File: config.mk
export PLATFORM = sky130hd
export DESIGN_NAME = param_updown_counter
export DESIGN_NICKNAME = d
export VERILOG_FILES = /design/src/rtl/param_updown_counter.sv
export SDC_FILE = /design/constraint.sdc
export NUM_CORES = 1
export LEC_CHECK = 0
export BUFFER_PORTS_ARGS = -buffer_cell sky130_fd_sc_hd__buf_2
export CORE_AREA = 2 2 39 41
export CTS_CLUSTER_SIZE = 10
export DETAILED_ROUTE_END_ITERATION = 6
export DIE_AREA = 0 0 41 43
export SLEW_MARGIN = 30
export SYNTH_ARGS = -nofsm -noshare
export SYNTH_HDL_FRONTEND = slang
export SYNTH_SLANG_ARGS = --single-unit
File: constraint.sdc
create_clock -name clk -period 1.5 [get_ports clk]
set_input_delay 0.075 -clock clk [delete_from_list [all_inputs] [get_ports clk]]
set_output_delay 0.075 -clock clk [all_outputs]
set_load 0.005 [all_outputs]
File: src/rtl/param_updown_counter.sv
// -----------------------------------------------------------------------------
// param_updown_counter
//
// Purpose:
//   Parametrised synchronous up/down counter with a programmable modulus,
//   an enable-gated prescaler, direction select, clamped parallel load, a
//   combinational terminal-count flag and a registered wrap pulse. The wrap
//   pulse of one instance is meant to drive the enable of the next one, which
//   lets several instances be chained into multi-digit counters.
//
// Parameters:
//   WIDTH     counter width in bits (qout bit 0 = LSB)
//   MODULUS   count range 0..MODULUS-1, legal 2..2**WIDTH
//   PRESCALE  enabled cycles per count step, legal >= 1
//
// Ports:
//   clk       in   1      rising-edge clock
//   reset     in   1      asynchronous, active-high reset
//   en        in   1      count enable; advances the prescaler when high
//   dir       in   1      1 = count up, 0 = count down
//   load      in   1      synchronous parallel load, highest priority
//   load_val  in   WIDTH  value to load; clamped to MODULUS-1
//   qout      out  WIDTH  registered count value
//   tc        out  1      terminal count: top when counting up, 0 when down
//   wrap      out  1      one-cycle pulse in the cycle after qout wrapped
//
// Configuration:
//   UDCNT_SATURATE_EN  when defined, the counter holds at the end of its range
//                      instead of wrapping, and wrap is never asserted.
// -----------------------------------------------------------------------------
module param_updown_counter #(
  parameter int WIDTH    = 4,
  parameter int MODULUS  = 16,
  parameter int PRESCALE = 1
) (
  input  logic             clk,
  input  logic             reset,
  input  logic             en,
  input  logic             dir,
  input  logic             load,
  input  logic [WIDTH-1:0] load_val,
  output logic [WIDTH-1:0] qout,
  output logic             tc,
  output logic             wrap
);

  // A 1-cycle prescaler still gets a 1-bit register that simply stays at 0.
  localparam int               PW       = (PRESCALE > 1) ? $clog2(PRESCALE) : 1;
  localparam logic [WIDTH-1:0] TOP      = WIDTH'(MODULUS - 1);
  localparam logic [PW-1:0]    PRE_LAST = PW'(PRESCALE - 1);

  logic [PW-1:0]    pre;
  logic [PW-1:0]    pre_nxt;
  logic [WIDTH-1:0] q_nxt;
  logic             wrap_nxt;
  logic             step;
  logic             q_oor;     // qout outside 0..MODULUS-1
  logic             load_oor;  // load_val outside 0..MODULUS-1

  // With a full binary modulus every code is in range, so the range checks
  // are only built when there are unused codes above TOP.
  generate
    if (MODULUS < (2 ** WIDTH)) begin : g_range_chk
      assign q_oor    = (qout > TOP);
      assign load_oor = (load_val > TOP);
    end else begin : g_no_range_chk
      assign q_oor    = 1'b0;
      assign load_oor = 1'b0;
    end
  endgenerate

  assign step = en & (pre == PRE_LAST);

  // Terminal count tracks the live direction, so it is valid even in reset.
  assign tc = dir ? (qout == TOP) : (qout == '0);

  always_comb begin
    // NOTE: every output of this block gets a default first, so no path can
    // leave one unassigned and infer a latch.
    pre_nxt  = pre;
    q_nxt    = qout;
    wrap_nxt = 1'b0;

    if (load) begin
      // Load discards any coincident step and restarts the prescaler.
      q_nxt   = load_oor ? TOP : load_val;
      pre_nxt = '0;
    end else if (en) begin
      pre_nxt = step ? '0 : pre + PW'(1);
      if (step) begin
        if (q_oor) begin
          // Recovery from an illegal value: restart silently at 0.
          q_nxt = '0;
        end else if (dir) begin
          if (qout == TOP) begin
`ifdef UDCNT_SATURATE_EN
            q_nxt = qout;
`else
            q_nxt    = '0;
            wrap_nxt = 1'b1;
`endif
          end else begin
            q_nxt = qout + WIDTH'(1);
          end
        end else begin
          if (qout == '0) begin
`ifdef UDCNT_SATURATE_EN
            q_nxt = qout;
`else
            q_nxt    = TOP;
            wrap_nxt = 1'b1;
`endif
          end else begin
            q_nxt = qout - WIDTH'(1);
          end
        end
      end
    end
  end

  always_ff @(posedge clk or posedge reset) begin
    // NOTE: registers use non-blocking assignments so every flop samples the
    // pre-edge values regardless of statement order.
    if (reset) begin
      qout <= '0;
      pre  <= '0;
      wrap <= 1'b0;
    end else begin
      qout <= q_nxt;
      pre  <= pre_nxt;
      wrap <= wrap_nxt;
    end
  end

endmodule
**Word level (Yosys, flattened, before mapping)**

Cells that the tools add are included.

- Register bits: 6
- Bits of input ports: 9
- Output and inout port bits: 6
- Logic and storage cells: 29

- $add $sub $neg: 3
- Eq/ne operators: 1
- Muxes and demuxes: 16
- Bitwise operators: 2
- Reductions and logical operators: 4

Operators by type and width:

| cell | number |
|---|---|
| $mux W4 | 6 |
| $mux W1 | 10 |
| $add A4 B1 Y4 const B | 1 |
| $eq A4 B4 Y1 const B | 1 |
| $logic_not A4 Y1 | 1 |
| $reduce_bool A2 Y1 | 2 |
| $sub A4 B1 Y4 const B | 1 |
| $reduce_and A2 Y1 | 1 |
| $add A1 B1 Y1 const B | 1 |
| $and A1 B1 Y1 | 1 |
| $not A1 Y1 | 1 |

**Logic depth before layout (Yosys ltp)**

- Word-level depth: 6
- Depth in mapped cells: 6
- Mapped depth without buffers: 6

**Worst setup path before layout**

OpenSTA, ideal clock, no wires.

- Path type: register to register
- Start point: register qout[3]
- End point: register qout[3]
- Setup time: 76 ps
- Data arrival time: 1321 ps
- Data required time: 1424 ps
- Path slack: 103 ps
- Stages on the path, launching flop included: 5
- Path buffers: 0
- Period minus slack after synthesis: 1397 ps
- Cell sequence: dfrtp_1 > nand2b_1 > or3_1 > a311o_1 > o21ai_1

- Longest elaborated chain between the ends: 6
- Elaborated cells on any way between the ends: 10
- Those cells by class: add/sub: 2; eq/ne: 1; mux: 6; reduce/logical: 1

Ends and longest elaborated chain:

| item | RTL line | text |
|---|---|---|
| from (decl) | 42 | `output logic [WIDTH-1:0] qout,` |
| from (signal assigned) | 129 | `qout <= q_nxt;` |
| $sub A4 B1 Y4, or another cell as far along | 114 | `q_nxt = qout - WIDTH'(1);` |
| $mux W4, on equally long branches | 106, 95 |  |
| $mux W4 * | 94 | `end else if (dir) begin` |
| $mux W4 * | 90 | `if (step) begin` |
| $mux W4 * | 88 | `end else if (en) begin` |
| $mux W4 * | 84 | `if (load) begin` |

Mark *: on every way between the ends. The rest lies on a longest branch, timed or not. The select of a mux whose other input is x is not followed.
A chain may end at the register's enable or synchronous reset.

**Worst setup path after layout**

- Start point: register qout[0]
- End point: output tc

- Longest elaborated chain between the ends: 2
- Elaborated cells on any way between the ends: 3
- Those cells by class: eq/ne: 1; mux: 1; reduce/logical: 1

Ends and longest elaborated chain:

| item | RTL line | text |
|---|---|---|
| $eq A4 B4 Y1 or $logic_not A4 Y1 (tied branches) | 75 | `assign tc = dir ? (qout == TOP) : (qout == '0);` |
| $mux W1 * | 75 |  |
| to (decl) | 43 | `output logic tc,` |

Mark *: on every way between the ends. The rest lies on a longest branch, timed or not.

==> impl_metrics.ini <==
[timing]
finClkSkew_ns = 0.00816
max_freq_mhz = 690
finalCriticalPeriod_ns = 1.45
slew_viol_final = 0
relSlewSlack_pct = 81.1
hold_viol_final = 0
min_period_over_period_pct = 96.7
timing.setup.tns_ns = 0
worst_slew_pin_slew_ns = 0.284
setup_viol = 0
rsz0062_at_grt = true

[clock_network]
cts_tree = done
cts-root-buf = clkbuf_4
htree_levels = 1
cts_made_buffers = 3
worstSkewPairLatency_ns = 0.25
clk_path_buf_depth = 2
path_clk_slew_ns = 0.05
clkSinkCount = 6

[setup_path]
r2r-end = qout[3]
cp_data_arrival_time_ns = 1.37
rrSetupSlack_ns = 0.06
worstSetupStartpointType = flip-flop
crit_type = flip-flop to output pin
r2r_cells = 6
critPathCaptureType = output pin
critPathRequiredTime_ns = 1.42
cp_max_fo = 4
r2r_start = qout[0]

[route]
drc = 0
wire_per_inst_microns = 12.1
drt_iter0_drc = 7
vias_per_cell = 4.61
drt_pass1_iterations = 4
wl_microns = 1010
ant_nets = 0
dr_total_vias = 383

[synth]
synthXorXnorAreaFrac_pct = 6.80
synth-compound-area-share_pct = 19.1
yosys_warnings = 0
ys_ff_latch = 6
post_synth_and_or_nand_nor_area_fraction_pct = 22.0
syn_inst = 45
yosys-mux-area-fraction_pct = 0
synth_seq_area_share_pct = 38.8
synth_nets = 56
avgSynthCellArea_sq_um = 8.59
synth_top_family_by_area = simple AND/OR/NAND/NOR gates
synth.distinct_cells = 21
synthAdderAreaFrac_pct = 6.47
synth_area_sq_um = 387

[placed_design]
place_hpwl_microns = 701
portBuffers = 14
gp_congestion = 0.771

[min_path]
min_from = load_val[1]
min_path_cells = 3
whs_endpoint = qout[1]
min_path_type = primary input to flip-flop

[global_route]
grt_pass1_vias = 310
antenna_found_initial = 0
grt_remaining_overflow = 0
grtUsageMet2_pct = 16.6
grt_max_degree = 12
top_usage_layer = met2
grt_use_met1_pct = 13.9
grt_pass1_wl_microns = 1320
track_usage_pct = 11.8
met3_usage_pct = 3.14

[floorplan]
dieWidth_microns = 41
core-area_sq_um = 1380
io_pins = 15
rows = 14
die_area_sq_um = 1760
die_h_microns = 43
initial_core_util_pct = 27.9

[power_and_ir_drop]
intPower_mw = 0.364
clkPwrFrac_pct = 28.7
pwr-share-comb_pct = 35.5
sw_frac_of_total_pct = 31.3
seqPwrFrac_pct = 35.7
power.density_nw_per_um2 = 915
p_leak_nw = 0.277
p_switching_mw = 0.166
irDropWorstVdd_mv = 0.334

[finish]
syn_to_final_growth_pct = 49.8
final_net_count = 80
final_common_cell = buf_2
drive_above_1_share_pct = 44.8
most-common-layout-cells = 14 x buf_2, 6 x dfrtp_1, 5 x buf_4
antennaDiodeCount = 0
final_util_pct = 41.9

[flow_run]
cap_violations = 0

[run_status]
status = finished clean
[layer usage]
metal / routed length, microns / share of wire (%)
met1: 417 / 41
met2: 517 / 51
met3: 70 / 7.0
met4: 0 / 0
met5: 0 / 0
[power by group through the flow]
stage                     registers, mW  logic (mW)  clock network, mW
after floorplan                   0.201      0.0780                  0
after detailed placement          0.192       0.148                  0
after global routing              0.191       0.208              0.167
after global placement            0.191       0.148                  0
final                             0.189       0.188              0.152
after CTS                         0.190       0.153              0.161
[cell type report]
class	count	area, sq um
Fill cell	146	805
Multi-Input combinational cell	33	241
Sequential cell	6	150
Timing Repair Buffer	21	128
Clock buffer	3	22.5
Tap cell	16	20.0
Inverter	4	17.5
[logic make-up (layout without fill, tap and decap cells)]
group | after synthesis | after routing
AOI/OAI and AO/OA | 13 | 13
xor gates and xnor gates | 3 | 3
adders and majority gates | 2 | 2
buffers and inverters | 6 | 28
DFF | 6 | 6
and+or+nand+nor | 15 | 15
[what timing repair did]
| action | in CTS | in global routing |
|---|---|---|
| pin swaps | 0 | 1 |
| buffers inserted | 0 | 2 |
| setup endpoints to repair | 1 | 1 |
| endpoints found under the hold margin | 7 | 0 |
| hold buffers | 2 | 0 |
| gates resized for setup | 1 | 6 |
[registers in the layout (all words and copies together), names as in the netlist]
name	count
wrap	1
pre	1
qout	4
[cell usage after synthesis, drive strengths merged]
| master | n | area, sq um |
|---|---|---|
| buf | 1 | 5.00 |
| dfrtp | 6 | 150 |
| and3b | 1 | 10.0 |
| nand2b | 3 | 18.8 |
| nor3b | 2 | 15.0 |
| nor2 | 2 | 7.51 |
| a311o | 1 | 10.0 |
| nand2 | 4 | 15.0 |
| a21oi | 4 | 20.0 |
| or3 | 1 | 6.26 |
| o31ai | 1 | 7.51 |
| xnor2 | 2 | 17.5 |
| inv | 4 | 17.5 |
| nand4 | 2 | 12.5 |
| xor2 | 1 | 8.76 |
| o21ai | 6 | 30.0 |
| clkbuf | 1 | 3.75 |
| ha | 2 | 25.0 |
| a31oi | 1 | 6.26 |
[worst max-delay path, stage by stage (launching register included)]
cell and delay, ns:
dfrtp_1 0.41, inv_2 0.12, ha_4 0.17, nand2b_4 0.06, o31ai_2 0.22, buf_2 0.15
[worst max-delay path by stage]
stage,from,to,slack (ns),cells after the start
floorplan,qout[3],qout[3],0.10,4
global placement,qout[0],qout[3],0.14,4
detailed placement,qout[0],qout[3],0.12,4
CTS,qout[0],tc,0.007,5
global route,qout[0],tc,-0.02,5
finish,qout[0],tc,0.05,5
[metrics by stage]
| stage | std cells | power [mW] | setup slack (ns) | hold WS (ns) | area (sq um) |
|---|---|---|---|---|---|
| 3_3_place_gp | 76 | 0.339 | 0.144 | 0.00385 | 490 |
| 5_1_grt | 83 | 0.566 | -0.0195 | 0.0330 | 579 |
| 3_5_place_dp | 76 | 0.341 | 0.118 | 0.00877 | 490 |
| 6_report | 83 | 0.530 | 0.0502 | 0.0277 | 579 |
| 2_1_floorplan | 45 | 0.279 | 0.103 | -0.134 | 387 |
| 4_1_cts | 81 | 0.505 | 0.00655 | 0.0215 | 533 |
(Power assumes the default switching activity.)
